--- config.mk ---
export PLATFORM = sky130hd
export DESIGN_NAME = hexacube_freq_meter_flat
export DESIGN_NICKNAME = d
export VERILOG_FILES = /design/src/rtl/hexacube_freq_meter_pkg.sv /design/src/rtl/hexacube_freq_meter_if.sv /design/src/rtl/hexacube_freq_meter_sync_rise_det.sv /design/src/rtl/hexacube_freq_meter.sv /design/src/flat_wrapper.sv
export SDC_FILE = /design/constraint.sdc
export NUM_CORES = 1
export LEC_CHECK = 0
export BUFFER_PORTS_ARGS = -buffer_cell sky130_fd_sc_hd__buf_4
export CAP_MARGIN = 25
export CORE_MARGIN = 2
export CORE_UTILIZATION = 42
export CTS_BUF_LIST = sky130_fd_sc_hd__clkbuf_8 sky130_fd_sc_hd__clkbuf_16
export CTS_CLUSTER_SIZE = 16
export DETAILED_ROUTE_END_ITERATION = 6
export GPL_TIMING_DRIVEN = 0
export HOLD_SLACK_MARGIN = 0.1
export PLACE_DENSITY = 0.7
export SLEW_MARGIN = 20
export SYNTH_ARGS = -nofsm -noshare
export SYNTH_HDL_FRONTEND = slang
export SYNTH_HIERARCHICAL = 1
export SYNTH_SLANG_ARGS = --single-unit
--- constraint.sdc ---
create_clock -name clk_50MHz -period 1.6 [get_ports clk_50MHz]
set_input_delay 0.08 -clock clk_50MHz [delete_from_list [all_inputs] [get_ports clk_50MHz]]
set_output_delay 0.08 -clock clk_50MHz [all_outputs]
set_load 0.01 [all_outputs]
--- src/rtl/hexacube_freq_meter_pkg.sv ---
// Shared hexacube constants and FSM state type for the frequency meter.
// Board clock rate is also consumed by the divider blocks.
package hexacube_freq_meter_pkg;

   localparam int unsigned CLK_HZ         = 50_000_000;
   localparam int unsigned GATE_CYCLES_1S = CLK_HZ;

   typedef enum logic {
      ST_IDLE = 1'b0,
      ST_GATE = 1'b1
   } state_e;

endpackage

--- src/rtl/hexacube_freq_meter_if.sv ---
// Control and result bundle between the frequency meter and its consumer.
// The meter is the slave side; the display path or bench is the master.
interface hexacube_freq_meter_if #(
   parameter int unsigned CNT_W = 26
);

   logic             enable;
   logic             sig_in;
   logic [CNT_W-1:0] freq;
   logic             freq_valid;
   logic             overflow;
   logic             busy;

   modport master (
      output enable,
      output sig_in,
      input  freq,
      input  freq_valid,
      input  overflow,
      input  busy
   );

   modport slave (
      input  enable,
      input  sig_in,
      output freq,
      output freq_valid,
      output overflow,
      output busy
   );

endinterface

--- src/rtl/hexacube_freq_meter_sync_rise_det.sv ---
// Two-flop synchronizer plus delay stage producing a one-cycle rising-edge pulse.
// Also used for the hexacube push-button inputs.
module sync_rise_det (
   input  logic clk,
   input  logic rst_n,
   input  logic d_in,
   output logic rise
);

   logic s1_q, s1_d;
   logic s2_q, s2_d;
   logic s3_q, s3_d;

   always_comb begin
      s1_d = d_in;
      s2_d = s1_q;
      s3_d = s2_q;
   end

   always_ff @(posedge clk or negedge rst_n) begin
      if (!rst_n) begin
         s1_q <= 1'b0;
         s2_q <= 1'b0;
         s3_q <= 1'b0;
      end else begin
         s1_q <= s1_d;
         s2_q <= s2_d;
         s3_q <= s3_d;
      end
   end

   assign rise = s2_q & ~s3_q;

endmodule

--- src/rtl/hexacube_freq_meter.sv ---
// Gated edge counter: counts sig_in rising edges over back-to-back windows of
// GATE_CYCLES clocks and publishes a saturating result with a valid strobe.
module hexacube_freq_meter
   import hexacube_freq_meter_pkg::*;
#(
   parameter int unsigned GATE_CYCLES = GATE_CYCLES_1S,
   parameter int unsigned CNT_W       = 26,
   parameter int unsigned GATE_W      = 26
) (
   input  logic                  clk_50MHz,
   input  logic                  reset,
   hexacube_freq_meter_if.slave  bus
);

   localparam logic [GATE_W-1:0] GATE_LAST = GATE_W'(GATE_CYCLES - 1);
   localparam logic [CNT_W-1:0]  CNT_MAX   = '1;

   state_e             state_q, state_d;
   logic [GATE_W-1:0]  gate_ctr_q, gate_ctr_d;
   logic [CNT_W-1:0]   edge_ctr_q, edge_ctr_d;
   logic               ovf_acc_q, ovf_acc_d;
   logic [CNT_W-1:0]   freq_q, freq_d;
   logic               freq_valid_q, freq_valid_d;
   logic               overflow_q, overflow_d;

   logic               rise;
   logic               terminal;
   logic               sat_now;
   logic [CNT_W-1:0]   edge_next;

   sync_rise_det u_sync (
      .clk   (clk_50MHz),
      .rst_n (reset),
      .d_in  (bus.sig_in),
      .rise  (rise)
   );

   assign terminal  = (gate_ctr_q == GATE_LAST);
   assign sat_now   = rise & (edge_ctr_q == CNT_MAX);
   assign edge_next = (rise && !sat_now) ? edge_ctr_q + CNT_W'(1) : edge_ctr_q;

   always_comb begin
      state_d      = state_q;
      gate_ctr_d   = gate_ctr_q;
      edge_ctr_d   = edge_ctr_q;
      ovf_acc_d    = ovf_acc_q;
      freq_d       = freq_q;
      overflow_d   = overflow_q;
      freq_valid_d = 1'b0;

      case (state_q)
         ST_IDLE: begin
            gate_ctr_d = '0;
            edge_ctr_d = '0;
            ovf_acc_d  = 1'b0;
            if (bus.enable) state_d = ST_GATE;
         end
         ST_GATE: begin
            // Terminal cycle wins over enable: a closing window always reports,
            // including any rise seen on this very cycle.
            if (terminal) begin
               freq_d       = edge_next;
               overflow_d   = ovf_acc_q | sat_now;
               freq_valid_d = 1'b1;
               gate_ctr_d   = '0;
               edge_ctr_d   = '0;
               ovf_acc_d    = 1'b0;
               state_d      = bus.enable ? ST_GATE : ST_IDLE;
            end else if (!bus.enable) begin
               gate_ctr_d = '0;
               edge_ctr_d = '0;
               ovf_acc_d  = 1'b0;
               state_d    = ST_IDLE;
            end else begin
               gate_ctr_d = gate_ctr_q + GATE_W'(1);
               edge_ctr_d = edge_next;
               ovf_acc_d  = ovf_acc_q | sat_now;
            end
         end
         default: state_d = ST_IDLE;
      endcase
   end

   always_ff @(posedge clk_50MHz or negedge reset) begin
      if (!reset) begin
         state_q      <= ST_IDLE;
         gate_ctr_q   <= '0;
         edge_ctr_q   <= '0;
         ovf_acc_q    <= 1'b0;
         freq_q       <= '0;
         freq_valid_q <= 1'b0;
         overflow_q   <= 1'b0;
      end else begin
         state_q      <= state_d;
         gate_ctr_q   <= gate_ctr_d;
         edge_ctr_q   <= edge_ctr_d;
         ovf_acc_q    <= ovf_acc_d;
         freq_q       <= freq_d;
         freq_valid_q <= freq_valid_d;
         overflow_q   <= overflow_d;
      end
   end

   assign bus.freq       = freq_q;
   assign bus.freq_valid = freq_valid_q;
   assign bus.overflow   = overflow_q;
   assign bus.busy       = (state_q == ST_GATE);

   a_strobe_single: assert property (@(posedge clk_50MHz) disable iff (!reset)
      freq_valid_q |=> !freq_valid_q);

   a_gate_bound: assert property (@(posedge clk_50MHz) disable iff (!reset)
      gate_ctr_q <= GATE_LAST);

endmodule

--- src/flat_wrapper.sv ---
// flat-port wrapper written by rule: the top's interface ports become plain ports
module hexacube_freq_meter_flat import hexacube_freq_meter_pkg::*;
#(
   parameter int unsigned GATE_CYCLES = GATE_CYCLES_1S,
   parameter int unsigned CNT_W       = 26,
   parameter int unsigned GATE_W      = 26
)
  (clk_50MHz, reset, bus_enable, bus_sig_in, bus_freq, bus_freq_valid, bus_overflow, bus_busy);
  hexacube_freq_meter_if #(.CNT_W(CNT_W)) bus_i ();
  input  logic clk_50MHz;
  input  logic reset;
  input wire logic [$bits(bus_i.enable)-1:0] bus_enable;
  input wire logic [$bits(bus_i.sig_in)-1:0] bus_sig_in;
  output wire logic [$bits(bus_i.freq)-1:0] bus_freq;
  output wire logic [$bits(bus_i.freq_valid)-1:0] bus_freq_valid;
  output wire logic [$bits(bus_i.overflow)-1:0] bus_overflow;
  output wire logic [$bits(bus_i.busy)-1:0] bus_busy;
  assign bus_i.enable = bus_enable;
  assign bus_i.sig_in = bus_sig_in;
  assign bus_freq = bus_i.freq;
  assign bus_freq_valid = bus_i.freq_valid;
  assign bus_overflow = bus_i.overflow;
  assign bus_busy = bus_i.busy;
  hexacube_freq_meter #(.GATE_CYCLES(GATE_CYCLES), .CNT_W(CNT_W), .GATE_W(GATE_W)) u_core (.clk_50MHz(clk_50MHz), .reset(reset), .bus(bus_i));
endmodule
Word level (Yosys, flattened, before mapping)
Index checks and enable logic that the tools add are counted.
Widths: inputs -> output; s select.

storage, ports and cells
  word-level logic and storage cells = 35
  bits in writable memories = 0
  ROM bits = 0
  output and inout port bits = 29
  latch bits = 0
  memories = 0
  bits in registers = 85

cells by class
  bitwise gates (word level) = 5
  equal/unequal tests = 2
  reduce and logical (&&, ||, !) cells = 3
  magnitude comparators = 0
  shift operators = 0
  div/mod/pow operators = 0
  mux-type cells = 13
  multiply operators = 0
  add/sub/neg operators = 2

operators by type and width
  operator               count
  $mux 26                5
  $pmux 26 s2            2
  $add 26x1->26 const B  2
  $eq 26x26->1 const B   2
  $mux 1                 5
  $and 1x1->1            2
  $not 1->1              2
  $pmux 1 s2             1
  $reduce_and 2->1       1
  $logic_and 1x1->1      1
  $logic_not 1->1        1
  $or 1x1->1             1

Depth between registers and ports, before layout
  word-level depth = 9
  depth in mapped cells = 8

Hierarchy
The synthesis kept the hierarchy.

modules (own cells, without submodules)
  module               cells each  instances  area each (um^2)
  hexacube_freq_meter  363         1          3663.5
  sync_rise_det        4           1          88.8

Least setup slack after synthesis
OpenSTA, ideal clock, no wires.

  kind = register to register
  start = register u_core.edge_ctr_q[0]
  end = register u_core.freq_q[19], in the netlist u_core/bus.freq[19]
  cell stages (with the launch flop) = 9
  path slack = -0.150 ns
  path buffers = 1
  arrival = 1.621 ns
  required time = 1.471 ns
  cell sequence = dfrtp_1 > ha_1 > nand3_1 > nor4_4 > and2_1 > buf_2 > nor4_1 > xnor2_1 > o21ai_1

between the ends
  word-level cells in the longest chain between the ends = 5

ends and longest elaborated chain
  item                                                   line                       source
  start: declaration                                     hexacube_freq_meter.sv:20  logic [CNT_W-1:0] edge_ctr_q, edge_ctr_d;
  start signal: assignment                               hexacube_freq_meter.sv:96  edge_ctr_q <= edge_ctr_d;
  branches (longest 4 deep; another with $add 26x1->26)  --
  $mux 26 (*)                                            hexacube_freq_meter.sv:40  assign edge_next = (rise && !sat_now) ? edge_ctr_q + CNT_W'(1) : edge_ctr_q;
  end signal: assignment                                 hexacube_freq_meter.sv:98  freq_q <= freq_d;
  end: declaration                                       hexacube_freq_meter.sv:22  logic [CNT_W-1:0] freq_q, freq_d;

Mark *: on every way between the ends.
A chain may end at the register's enable or synchronous reset.

Worst setup path after layout
  start = register u_core.edge_ctr_q[7]
  end = register u_core.edge_ctr_q[22]

between the ends
  word-level cells in the longest chain between the ends = 8

ends and longest elaborated chain
  item                                                   line                       source
  branches (longest 4 deep; another with $add 26x1->26)  --
  $mux 26 (*)                                            hexacube_freq_meter.sv:40
  $mux 26 (*)                                            hexacube_freq_meter.sv:69  end else if (!bus.enable) begin
  $mux 26 (*)                                            hexacube_freq_meter.sv:61  if (terminal) begin
  $pmux 26 s2 (*)                                        hexacube_freq_meter.sv:51  case (state_q)
  via u_core.edge_ctr_d[22]                              hexacube_freq_meter.sv:20

Mark *: on every way through the listed nets, which the timed path passes.

==> flow_metrics.tcl <==
set metrics [dict create \
    status "finished with violations" \
    violations "negative setup slack" \
    synth.distinct_cells 39 \
    crit_fanout 6 \
    critPathTopFamily "simple AND/OR/NAND/NOR gates" \
    synth_top_area_share_pct 56.7 \
    rsz0062_at_grt "true" \
    track_usage_pct 20.0 \
    coreArea_um2 8680 \
    die_x_um 98.5 \
    hp-class "input port to async pin" \
    grt_max_degree 86 \
    drc 0 \
    synthTopCellsByArea "dfrtp_1 57%, xor2_1 7.2%, nor2_1 6.3%, nand2_1 4.0%, xnor2_1 3.7%" \
    syn-num-nets 373 \
    gp_congestion 0.803 \
    post_route_cells_drive_above_1_share_pct 45.2 \
    cp-end-kind "register" \
    hold_violations 0 \
    crit_type "register to register" \
    dieArea_um2 9710 \
    clockBufferDepth 2 \
    antenna_found_initial 0 \
    path_buf_inv 1 \
    crit_path_start_kind "register" \
    wl_per_cell_um 16.8 \
    ioPinCount 33 \
    ys_seq_elements 85 \
    p_sw_mw 0.895 \
    highest_layer "met4" \
    clk_pin_slew_ns 0.08 \
    setup_viol 80 \
    grt_pass1_wl_um 15500 \
    setup_ws_ns -0.267 \
    rows 34 \
    met2WireLength_um 5130 \
    vias 3045 \
    p_leak_nw 2.37 \
    slew_headroom_pct 49.2 \
    portBuffers 32 \
    die_h_um 98.5 \
    grt_pass1_vias 3114 \
    drt-initial-drc-count 116 \
    seqPwrFrac_pct 51.7 \
    synth_top_area_cell "dfrtp_1" \
    cpMaxStageDelayCell "dfrtp_1" \
    cts_root_buf "clkbuf_8" \
    ant_nets 0 \
    h-tree-depth 3 \
    ir_drop_mv 0.432 \
    final_cell_mix "82 x dfrtp_1, 66 x buf_4, 42 x nor2_1, 25 x xor2_1, 19 x nand3_1" \
    fin_skew_ns 0.0135 \
    fin_setup_tns_ns -16.19 \
    via_per_inst 5.30 \
    area_growth_syn_to_layout_pct 46.1 \
    start_util_pct 43.2 \
    clkSinkCount 85 \
    netSwitchingFraction_pct 21.4 \
    p_per_area_nw_per_um2 764 \
    intPower_mw 3.29 \
    synth_cells 367 \
    diodes 0 \
    drtPass1Iterations 4 \
    clk_latency_ns 0.36 \
    routed_wl_um 9640 \
    fin_nets 468 \
    worst_pin_slew_ns 0.761 \
    cts_buffers 9 \
    comb_power_share_pct 3.8 \
    worstPathRequired_ns 1.83 \
    final_max_slew_viol_count 0 \
    p_clk_share_pct 44.5 \
    met3_length_um 298 \
    dp_slack_ns -0.546 \
    period_minus_slack_ns 1.87 \
    fin_crit_sh_pct 117 \
    seq_area_frac_synth_pct 56.7 \
    cap_violations 0 \
    dpl.hpwl_um 5190 \
    syn_avg_cell_area_um2 10.2 \
    m1WireLength_um 4040 \
    yosys_warnings 6 \
    fmax_ghz 0.536 \
    cts_tree "done" \
    cp_slowest_stage_delay_ns 0.41 \
    cp_cell_sequence "nand3_2, or2_1, buf_6, nor3_2, o21ai_0, xor2_1, nor2_1" \
    worst_ep_arrival_time_ns 2.09 \
    grt-ovfl-total 0 \
    final_common_cell "dfrtp_1" \
    syn_area_um2 3750 \
]
[kinds of logic after synthesis]
kind of cell,Yosys count,synth area share (%)
xor gates and xnor gates,47,11.0
muxes,2,0.534
and+or+nand+nor,182,24.3
buffers and inverters,17,2.10
AOI/OAI and AO/OA,32,4.73
DFF,85,56.7
adders and majority gates,2,0.667
[layout make-up]
| type | instances | area [µm²] |
|---|---|---|
| plain buffers | 12 | 175 |
| clock buffers | 10 | 138 |
| fillers | 661 | 3200 |
| repair buffers | 84 | 704 |
| multi-input cells | 266 | 2070 |
| inverters | 4 | 15.0 |
| flip-flops and latches | 85 | 2130 |
| well taps | 108 | 135 |
| clock inverters | 6 | 110 |
[power groups by stage]
stage	Sequential, mW	Clock, mW	Combinational [mW]
finish	2.16	1.86	0.160
global route	2.17	2.00	0.178
CTS	2.16	1.90	0.156
detailed placement	2.21	0	0.0994
global placement	2.21	0	0.0957
floorplan	2.20	0	0.0351
[final timing paths]
| check | end | startpoint | slack, ns | depth (start not counted) |
|---|---|---|---|---|
| hold / removal | u_core/bus.freq[10] | reset | 0.34 | 2 |
| setup reg to reg | u_core/edge_ctr_q[22] | u_core/edge_ctr_q[7] | -0.27 | 7 |
| setup / recovery | u_core/edge_ctr_q[22] | u_core/edge_ctr_q[7] | -0.27 | 7 |
| max in group asynchronous | u_core/gate_ctr_q[9] | reset | 0.70 | 2 |
| min in group clk_50MHz | u_core/u_sync/s2_q | u_core/u_sync/s1_q | 0.36 | 0 |
| hold reg to reg | u_core/u_sync/s2_q | u_core/u_sync/s1_q | 0.36 | 0 |
[synth_stat cells (all sizes together)]
| cell type | instances |
|---|---|
| or2 | 3 |
| nor4b | 2 |
| buf | 7 |
| nand4 | 12 |
| nor3 | 4 |
| nor2 | 63 |
| inv | 4 |
| nand2 | 42 |
| nor3b | 2 |
| nor2b | 2 |
| xor2 | 31 |
| dfrtp | 85 |
| o21bai | 1 |
| xnor2 | 16 |
| ha | 2 |
| nand3 | 27 |
| clkbuf | 6 |
| a21oi | 3 |
| nand3b | 1 |
| and4 | 4 |
| nor4 | 4 |
| o21ai | 27 |
| and2 | 2 |
| a211oi | 1 |
| and3 | 12 |
| nand4b | 1 |
| nand2b | 1 |
| mux2i | 2 |
[per-layer routing]
layer / vias to the layer above / GRT usage [%]
li1: 1425 / -
met1: 1546 / 25.1
met2: 58 / 34.3
met3: 16 / 3.48
met4: 0 / 8.01
met5: - / 0
[state kept, by name, indices dropped and copies added, names as in the netlist]
name / flops
u_core/bus.freq_valid: 1
u_core/bus.busy: 1
u_core/u_sync/s2_q: 1
u_core/bus.freq: 26
u_core/bus.overflow: 1
u_core/u_sync/s3_q: 1
u_core/gate_ctr_q: 26
u_core/edge_ctr_q: 26
u_core/ovf_acc_q: 1
u_core/u_sync/s1_q: 1
[per-stage QoR]
stage / hold WS, ns / util (%) / instance area, µm² / cells / power, mW
global route: 0.361 / 63.2 / 5480 / 575 / 4.34
finish: 0.343 / 63.2 / 5480 / 575 / 4.19
floorplan: -0.216 / - / 3840 / 367 / 2.24
detailed placement: 0.191 / 48.6 / 4220 / 507 / 2.31
global placement: 0.190 / 48.6 / 4220 / 507 / 2.30
CTS: 0.359 / 60.0 / 5210 / 570 / 4.22
[worst register-to-register path, delay by kind of cell (launching register included)]
family                    cells  cell delay (ns)
xor gates and xnor gates      1             0.30
and+or+nand+nor               4             0.72
AOI/OAI and AO/OA             1             0.16
buffers and inverters         1             0.15
DFF                           1             0.41
[timing repair]
| item | in CTS | in global routing |
|---|---|---|
| endpoints found under the hold margin | 88 | 0 |
| pin swaps | 74 | 29 |
| cloned | 10 | 0 |
| setup endpoints to repair | 80 | 80 |
| setup buffers | 34 | 6 |
| hold buffers | 3 | 0 |
| resized for setup | 101 | 57 |
Note: power is estimated with default switching activity, not from simulation.
